===== config.mk =====
export PLATFORM = sky130hd
export DESIGN_NAME = ws2812_bit_encoder
export DESIGN_NICKNAME = d
export VERILOG_FILES = /design/src/rtl/ws2812_bit_encoder.sv
export SDC_FILE = /design/constraint.sdc
export NUM_CORES = 1
export LEC_CHECK = 0
export ABC_AREA = 1
export BUFFER_PORTS_ARGS = -buffer_cell sky130_fd_sc_hd__buf_2
export CORE_MARGIN = 2
export CORE_UTILIZATION = 40
export CTS_BUF_LIST = sky130_fd_sc_hd__clkbuf_4
export CTS_CLUSTER_SIZE = 30
export DETAILED_ROUTE_END_ITERATION = 16
export HOLD_SLACK_MARGIN = 0.02
export SKIP_LAST_GASP = 1
export SLEW_MARGIN = 20
export SYNTH_ARGS = -nofsm -noshare
export SYNTH_HDL_FRONTEND = slang
export SYNTH_SLANG_ARGS = --single-unit

===== constraint.sdc =====
create_clock -name clk_in -period 2.2 [get_ports clk_in]
set_clock_uncertainty 0.2 [all_clocks]
set_input_delay 0.33 -clock clk_in [delete_from_list [all_inputs] [get_ports clk_in]]
set_output_delay 0.33 -clock clk_in [all_outputs]
set_load 0.02 [all_outputs]

===== src/rtl/ws2812_bit_encoder.sv =====
// WS2812 NRZ serialiser: MSB-first cycle-counted bit pulses, one-byte holding register, latch low at frame end.
// Build option WS2812_OUT_INV_EN inverts the registered line for inverting level shifters (idle level 1).
module ws2812_bit_encoder #(
  parameter int T0H_CYC = 32,
  parameter int T1H_CYC = 64,
  parameter int BIT_CYC = 100,
  parameter int RST_CYC = 24000
) (
  input  logic       clk_in,
  input  logic       rst_in,
  input  logic       byte_vld_in,
  input  logic [7:0] byte_data_in,
  input  logic       byte_last_in,
  output logic       byte_rdy_out,
  output logic       ws2812_data_out,
  output logic       busy_out,
  output logic       done_out,
  output logic       underrun_out
);
  localparam int CMAX = (BIT_CYC > RST_CYC) ? BIT_CYC : RST_CYC;
  localparam int CW   = $clog2(CMAX);
  localparam logic [CW-1:0] C_BIT_LAST = CW'(BIT_CYC - 1);
  localparam logic [CW-1:0] C_RST_LAST = CW'(RST_CYC - 1);
  localparam logic [CW-1:0] C_T0H      = CW'(T0H_CYC);
  localparam logic [CW-1:0] C_T1H      = CW'(T1H_CYC);
`ifdef WS2812_OUT_INV_EN
  localparam logic LINE_INV = 1'b1;
`else
  localparam logic LINE_INV = 1'b0;
`endif

  typedef enum logic [1:0] {S_IDLE, S_SEND, S_GAP, S_LATCH} state_t;

  state_t        r_state, w_state_nxt;
  logic [CW-1:0] r_cnt, w_cnt_nxt;
  logic [2:0]    r_bit, w_bit_nxt;
  logic [7:0]    r_shift;
  logic          r_last_cur;
  logic          r_full, r_hold_last, r_rdy;
  logic [7:0]    r_hold_data;
  logic          r_line, r_done, r_und;
  logic          w_load, w_done_nxt, w_und_set, w_accept, w_full_nxt, w_line_nxt;

  assign w_accept   = byte_vld_in & r_rdy;
  assign w_full_nxt = w_load ? 1'b0 : (w_accept ? 1'b1 : r_full);
  // Line is computed from the current state/count and registered, so it lags the counter by one clock.
  assign w_line_nxt = (r_state == S_SEND) &&
                      (r_cnt < (r_shift[3'd7 - r_bit] ? C_T1H : C_T0H));

  always_comb begin
    w_state_nxt = r_state;
    w_cnt_nxt   = r_cnt + 1'b1;
    w_bit_nxt   = r_bit;
    w_load      = 1'b0;
    w_done_nxt  = 1'b0;
    w_und_set   = 1'b0;
    case (r_state)
      S_IDLE: begin
        w_cnt_nxt = '0;
        if (r_full) begin
          w_load      = 1'b1;
          w_state_nxt = S_SEND;
        end
      end
      S_SEND: begin
        if (r_cnt == C_BIT_LAST) begin
          w_cnt_nxt = '0;
          w_bit_nxt = r_bit + 3'd1;
          if (r_bit == 3'd7) begin
            if (r_last_cur)  w_state_nxt = S_LATCH;
            else if (r_full) w_load      = 1'b1;
            else             w_state_nxt = S_GAP;
          end
        end
      end
      S_GAP: begin
        if (r_full && (r_cnt != C_RST_LAST)) begin
          w_und_set   = 1'b1;
          w_load      = 1'b1;
          w_state_nxt = S_SEND;
        end else if (r_cnt == C_RST_LAST) begin
          w_und_set   = 1'b1;
          w_done_nxt  = 1'b1;
          w_cnt_nxt   = '0;
          w_state_nxt = S_IDLE;
        end
      end
      S_LATCH: begin
        if (r_cnt == C_RST_LAST) begin
          w_done_nxt  = 1'b1;
          w_cnt_nxt   = '0;
          w_state_nxt = S_IDLE;
        end
      end
      default: w_state_nxt = S_IDLE;
    endcase
    if (w_load) begin
      w_cnt_nxt = '0;
      w_bit_nxt = 3'd0;
    end
  end

  always_ff @(posedge clk_in) begin
    if (rst_in) begin
      r_state     <= S_IDLE;
      r_cnt       <= '0;
      r_bit       <= 3'd0;
      r_shift     <= 8'd0;
      r_last_cur  <= 1'b0;
      r_full      <= 1'b0;
      r_hold_data <= 8'd0;
      r_hold_last <= 1'b0;
      r_rdy       <= 1'b0;
      r_line      <= LINE_INV;
      r_done      <= 1'b0;
      r_und       <= 1'b0;
    end else begin
      r_state <= w_state_nxt;
      r_cnt   <= w_cnt_nxt;
      r_bit   <= w_bit_nxt;
      r_done  <= w_done_nxt;
      r_und   <= r_und | w_und_set;
      r_line  <= w_line_nxt ^ LINE_INV;
      r_full  <= w_full_nxt;
      r_rdy   <= ~w_full_nxt;
      if (w_accept) begin
        r_hold_data <= byte_data_in;
        r_hold_last <= byte_last_in;
      end
      if (w_load) begin
        r_shift    <= r_hold_data;
        r_last_cur <= r_hold_last;
      end
    end
  end

  assign byte_rdy_out    = r_rdy;
  assign ws2812_data_out = r_line;
  assign busy_out        = (r_state != S_IDLE) | r_full;
  assign done_out        = r_done;
  assign underrun_out    = r_und;
endmodule


**Word level (Yosys, flattened, before mapping)**

Cells that the tools add are included.

- Flip-flop bits (word level): 43
- Bits of input ports: 12
- Output and inout bits: 5
- Word-level logic and storage cells: 67

- $add $sub $neg: 3
- Magnitude comparators: 2
- Eq/ne operators: 11
- Muxes and demuxes: 28
- Bitwise logic cells: 4
- Reduce and logical (&&, ||, !) cells: 7

Operator list:

| cell | number |
|---|---|
| 15-bit case mux with 4 select lines | 1 |
| 15-bit two-way mux | 3 |
| 15-bit by 1-bit adder with 15-bit output, second input constant | 1 |
| 15-bit == test, second input constant | 1 |
| 15-bit by 7-bit == test with 1-bit output, second input constant | 1 |
| 15-bit by 7-bit less-than comparator with 1-bit output | 1 |
| 15-bit inequality test, second input constant | 1 |
| 2-bit two-way mux | 7 |
| 1-bit two-way mux | 12 |
| 2-bit case mux with 4 select lines | 1 |
| 7-bit two-way mux | 1 |
| 2-bit == test, second input constant | 2 |
| 3-bit by 4-bit less-than comparator with 1-bit output, second input constant | 1 |
| 2-bit by 1-bit inequality test with 1-bit output, second input constant | 2 |
| 4-bit AND reduction | 1 |
| 3-bit by 1-bit adder with 3-bit output, second input constant | 1 |
| 1-bit binary-select mux with 3-bit select | 1 |
| 3-bit == test, second input constant | 1 |
| 3-bit inequality test, second input constant | 1 |
| 1-bit case mux with 3 select lines | 1 |
| 3-bit subtractor, first input constant | 1 |
| 2-bit by 1-bit == test with 1-bit output, second input constant | 1 |
| 1-bit logical AND | 2 |
| 2-bit logical NOT | 1 |
| 8 further kinds | 9 |

**Longest topological paths before layout**

- Word-level depth: 7
- Gate-level depth with buffers: 12
- Gate-level depth less buffers: 11

**Least setup slack after synthesis**

No wires, ideal clock.

- Path kind: register -> register
- Start point: register r_cnt[0]
- End point: register r_rdy (netlist: byte_rdy_out)
- Setup time: 110 ps
- Arrival time: 1398 ps
- Required time: 1890 ps
- Setup slack: 492 ps
- Stages on the path, launching flop included: 12
- Buffers on the path: 1
- Clock period less this slack: 1708 ps
- Path through: dfxtp_1 ha_1 nand2_1 nor2_2 nand3_2 nor2_4 nor2_2 nor2_4 buf_4 nand2_1 nand2_1 inv_1

- Cells in the longest elaborated chain, start to end: 6
- Elaborated cells on any way between the ends: 8
- Those cells by class: eq/ne: 2; mux: 4; bitwise: 1; reduce/logical: 1

RTL lines:

| element | line | text |
|---|---|---|
| start, declared | 35 | `logic [CW-1:0] r_cnt, w_cnt_nxt;` |
| start signal, assigned | 119 | `r_cnt <= w_cnt_nxt;` |
| 15-bit inequality test | 77 | `if (r_full && (r_cnt != C_RST_LAST)) begin` |
| 1-bit logical AND | 77 |  |
| 1-bit two-way mux | 77 |  |
| 1-bit case mux with 3 select lines * | 57 | `case (r_state)` |
| 1-bit two-way mux * | 45 | `assign w_full_nxt = w_load ? 1'b0 : (w_accept ? 1'b1 : r_full);` |
| 1-bit NOT * | 125 | `r_rdy <= ~w_full_nxt;` |
| end signal, assigned | 125 |  |
| end, declared | 39 | `logic r_full, r_hold_last, r_rdy;` |

Every way passes the cells marked *; elsewhere a longest branch is shown, timed or not.
A chain may end at the register's enable or synchronous reset.

**Worst setup path after layout**

- Start point: register r_state[1]
- End point: output port busy_out

- Cells in the longest elaborated chain, start to end: 2

RTL lines:

| element | line | text |
|---|---|---|
| start, declared | 34 | `state_t r_state, w_state_nxt;` |
| start signal, assigned | 118 | `r_state <= w_state_nxt;` |
| 2-bit nonzero test | 139 | `assign busy_out = (r_state != S_IDLE) \| r_full;` |
| 1-bit bitwise OR | 139 |  |
| end, declared | 16 | `output logic busy_out,` |

No other way between the ends.

==> metrics.yaml <==
sta:
  post-route-period-util_pct: 89.75
  slew_headroom_pct: 65.80
  worst_slew_pin_slew_ns: 0.5125
  final_hold_viol_count: 0
  setup_tns_ns: 0
  fmax_mhz: 506.4
  setup_ws_ns: 0.2255
  setup_viol: 0
  period_minus_slack_ns: 1.975
  rsz0062_at_grt: "no"
  drv_slew: 0
setup_path:
  path_class: "register to output pin"
  r2r_slack_ns: 0.25
  crit_chain: "nor2_2 -> nand2_1 -> buf_2"
  reg2reg_depth: 9
  r2r_start: "r_cnt[0]$_SDFF_PP0_"
  cp-start-kind: "register"
  cp_max_fo: 7
  timing.rr.end: "r_cnt[0]$_SDFF_PP0_"
  cpPeakStageDelay_ns: 0.39
  cp_slowest_cell: "dfxtp_1"
  crit_arrival_ns: 1.44
  endpoint_kind: "output pin"
  worstPathRequired_ns: 1.67
route:
  top_layer_used: "met4"
  viasPerCell: 4.751
  wl_per_cell_microns: 11.06
  wl_met1_microns: 2237
  ant_nets: 0
  num_vias: 1943
  drc: 0
  drt_iter0_drc: 54
  met2_length_microns: 2030
  drtPass1Iterations: 4
  wl_met3_microns: 186
  wl_microns: 4523
yosys:
  postSynthCellCount: 308
  ys_seq_area_share_pct: 41.03
  synthDistinctLibCells: 27
  synth_top_family_by_area: "simple AND/OR/NAND/NOR gates"
  ys_seq_elements: 43
  synth_top_area_cell: "dfxtp_1"
  synthesis.area_sq_mm: 0.002098
  avgSynthCellArea_sq_um: 6.813
  synthSimpleGateAreaFrac_pct: 37.39
  synth_area_leaders: "dfxtp_1 41%, nor2_1 12%, nand2_1 9.8%, inv_1 6.6%, o21ai_0 5.5%"
  yosys.area_share.adder_pct: 2.385
  syn-num-nets: 324
  synth-compound-area-share_pct: 8.885
  muxShareOfSynthArea_pct: 0
  synth-xor-area-share_pct: 1.670
  synth_top_cell_area_share_pct: 41.03
  synth_warnings: 0
global_routing:
  grt_max_degree: 15
  antenna_found_initial: 0
  grt.overflow.total: 0
  grt_pass1_vias: 1865
  grt.total_usage_pct: 16.35
  grt_first_pass_wirelength_microns: 7893
status:
  outcome: "complete, no violations"
min_path:
  holdPathEnd: "r_hold_data[4]$_SDFFE_PP0P_"
  hp-class: "primary input to register"
  holdPathStages: 3
  hp-start: "byte_data_in[4]"
clock_tree:
  cts.sinks: 43
  cts.clk_slew.worst_paths_ns: 0.13
  clk_latency_ns: 0.36
  cts_tree: "done"
  cts_made_buffers: 5
  cts_buffer_depth: 2
  root_buffer: "clkbuf_4"
  cts_max_level: 2
finish:
  layout-drive-gt1-share_pct: 14.75
  diodes: 0
  flow.area_growth_from_synthesis_pct: 17.53
  final_area_sq_mm: 0.002466
  nets: 354
  final_cell_mix: "67 x nor2_1, 55 x nand2_1, 43 x dfxtp_1"
  final_common_cell: "nor2_1"
  final.fill_count: 552
pwr:
  clockPowerShare_pct: 26.1
  p_comb_share_pct: 26.8
  powerDensity_mw_per_mm2: 766.5
  netSwitchingFraction_pct: 33.44
  leakage_nw: 1.031
  power_switching_mw: 0.6321
  ir_drop_v: 0.0004426
  internal-power_mw: 1.258
  seqPwrFrac_pct: 47.1
floorplanning:
  core_area_sq_mm: 0.005075
  initial_core_util_pct: 41.35
  die_area_sq_mm: 0.005841
  rows: 26
  ios: 17
  die_h_microns: 76.43
  die_x_microns: 76.43
place:
  io_buffer_count: 16
  place_congestion: 0.8190
  place_hpwl_microns: 3227
  dpl_cell_area_sq_mm: 0.002257
  dp_slack_ns: -0.06045
flow_run:
  drv_cap: 0
-- critical path: cells and delay by family (launching register included) --
kind / cells / cell delay (ns)
simple gates: 2 / 0.51
buf+inv: 1 / 0.20
flops: 1 / 0.39
-- stage by stage --
stage / hold WS [ns] / power (mW) / std cells / utilization, %
3_5_place_dp: 0.2727 / 1.350 / 391 / 44.48
2_1_floorplan: 0.1994 / 1.240 / 308 / -
4_1_cts: 0.02268 / 1.867 / 407 / 47.71
3_3_place_gp: 0.2681 / 1.349 / 391 / 44.48
5_1_grt: 0.03389 / 2.013 / 409 / 48.59
6_report: 0.02805 / 1.890 / 409 / 48.59
-- area by class of cell --
class	count	area [sq um]	area share [%]
Timing Repair Buffer	29	210.2	8.524
Clock inverter	3	38.79	1.573
Sequential cell	43	860.8	34.91
Multi-Input combinational cell	221	1089	44.14
Tap cell	70	87.58	3.551
Clock buffer	5	37.54	1.522
Inverter	38	142.6	5.784
-- per-layer routing --
metal / GRT usage (%) / vias to the layer above
li1: - / 1036
met4: 6.000 / 0
met5: 0 / -
met1: 20.44 / 865
met2: 27.88 / 36
met3: 3.199 / 6
-- how the worst max path moves through the flow --
| stage | startpoint | endpoint | slack (ns) | cells after the start |
|---|---|---|---|---|
| after global routing | r_cnt[0]$_SDFF_PP0_ | r_shift[7]$_SDFFE_PP0P_ | 0.05 | 11 |
| after CTS | r_state[1]$_SDFFE_PP0P_ | busy_out | 0.05 | 3 |
| after floorplan | r_cnt[0]$_SDFF_PP0_ | byte_rdy_out$_SDFF_PP0_ | 0.49 | 11 |
| after global placement | r_cnt[0]$_SDFF_PP0_ | r_cnt[1]$_SDFF_PP0_ | 0.05 | 9 |
| after detailed placement | r_cnt[0]$_SDFF_PP0_ | r_cnt[0]$_SDFF_PP0_ | -0.06 | 9 |
| final | r_state[1]$_SDFFE_PP0P_ | busy_out | 0.23 | 3 |
-- power groups by stage --
| stage | sequential [mW] | clock [mW] | combinational (mW) |
|---|---|---|---|
| after floorplan | 0.905 | 0 | 0.335 |
| after CTS | 0.888 | 0.513 | 0.466 |
| after detailed placement | 0.905 | 0 | 0.445 |
| final | 0.890 | 0.493 | 0.507 |
| after global routing | 0.901 | 0.548 | 0.564 |
| after global placement | 0.904 | 0 | 0.446 |
-- flip-flops by register name (all words and copies together), names as in the netlist --
register and count:
r_cnt 15, r_hold_data 8, r_shift 8, r_bit 3
r_state 2, byte_rdy_out 1, done_out 1, r_full 1
r_hold_last 1, r_last_cur 1, underrun_out 1, ws2812_data_out 1
-- what timing repair did --
item,in CTS,in global routing
gates cloned,0,1
hold buffers,8,0
endpoints found under the hold margin,10,0
setup buffers,0,1
gates resized for setup,1,4
pin swaps,0,2
endpoints found under the setup margin,14,17
-- kinds of logic after synthesis --
| logic type | after synthesis |
|---|---|
| buf+inv | 45 |
| compound gates | 36 |
| fa+ha+maj | 4 |
| flops | 43 |
| xor+xnor | 4 |
| simple gates | 176 |
-- cells in the mapped netlist, drive strengths merged --
master,number
xor2,3
nand2,56
and2,1
inv,37
or2,1
a21oi,10
clkbuf,3
a31oi,1
o21bai,1
nand3,20
buf,4
nand4,12
nor3,3
dfxtp,43
xnor2,1
clkinv,1
o211ai,1
o21ai,23
nor2,83
ha,4
Power figures use the tool's default switching activity.
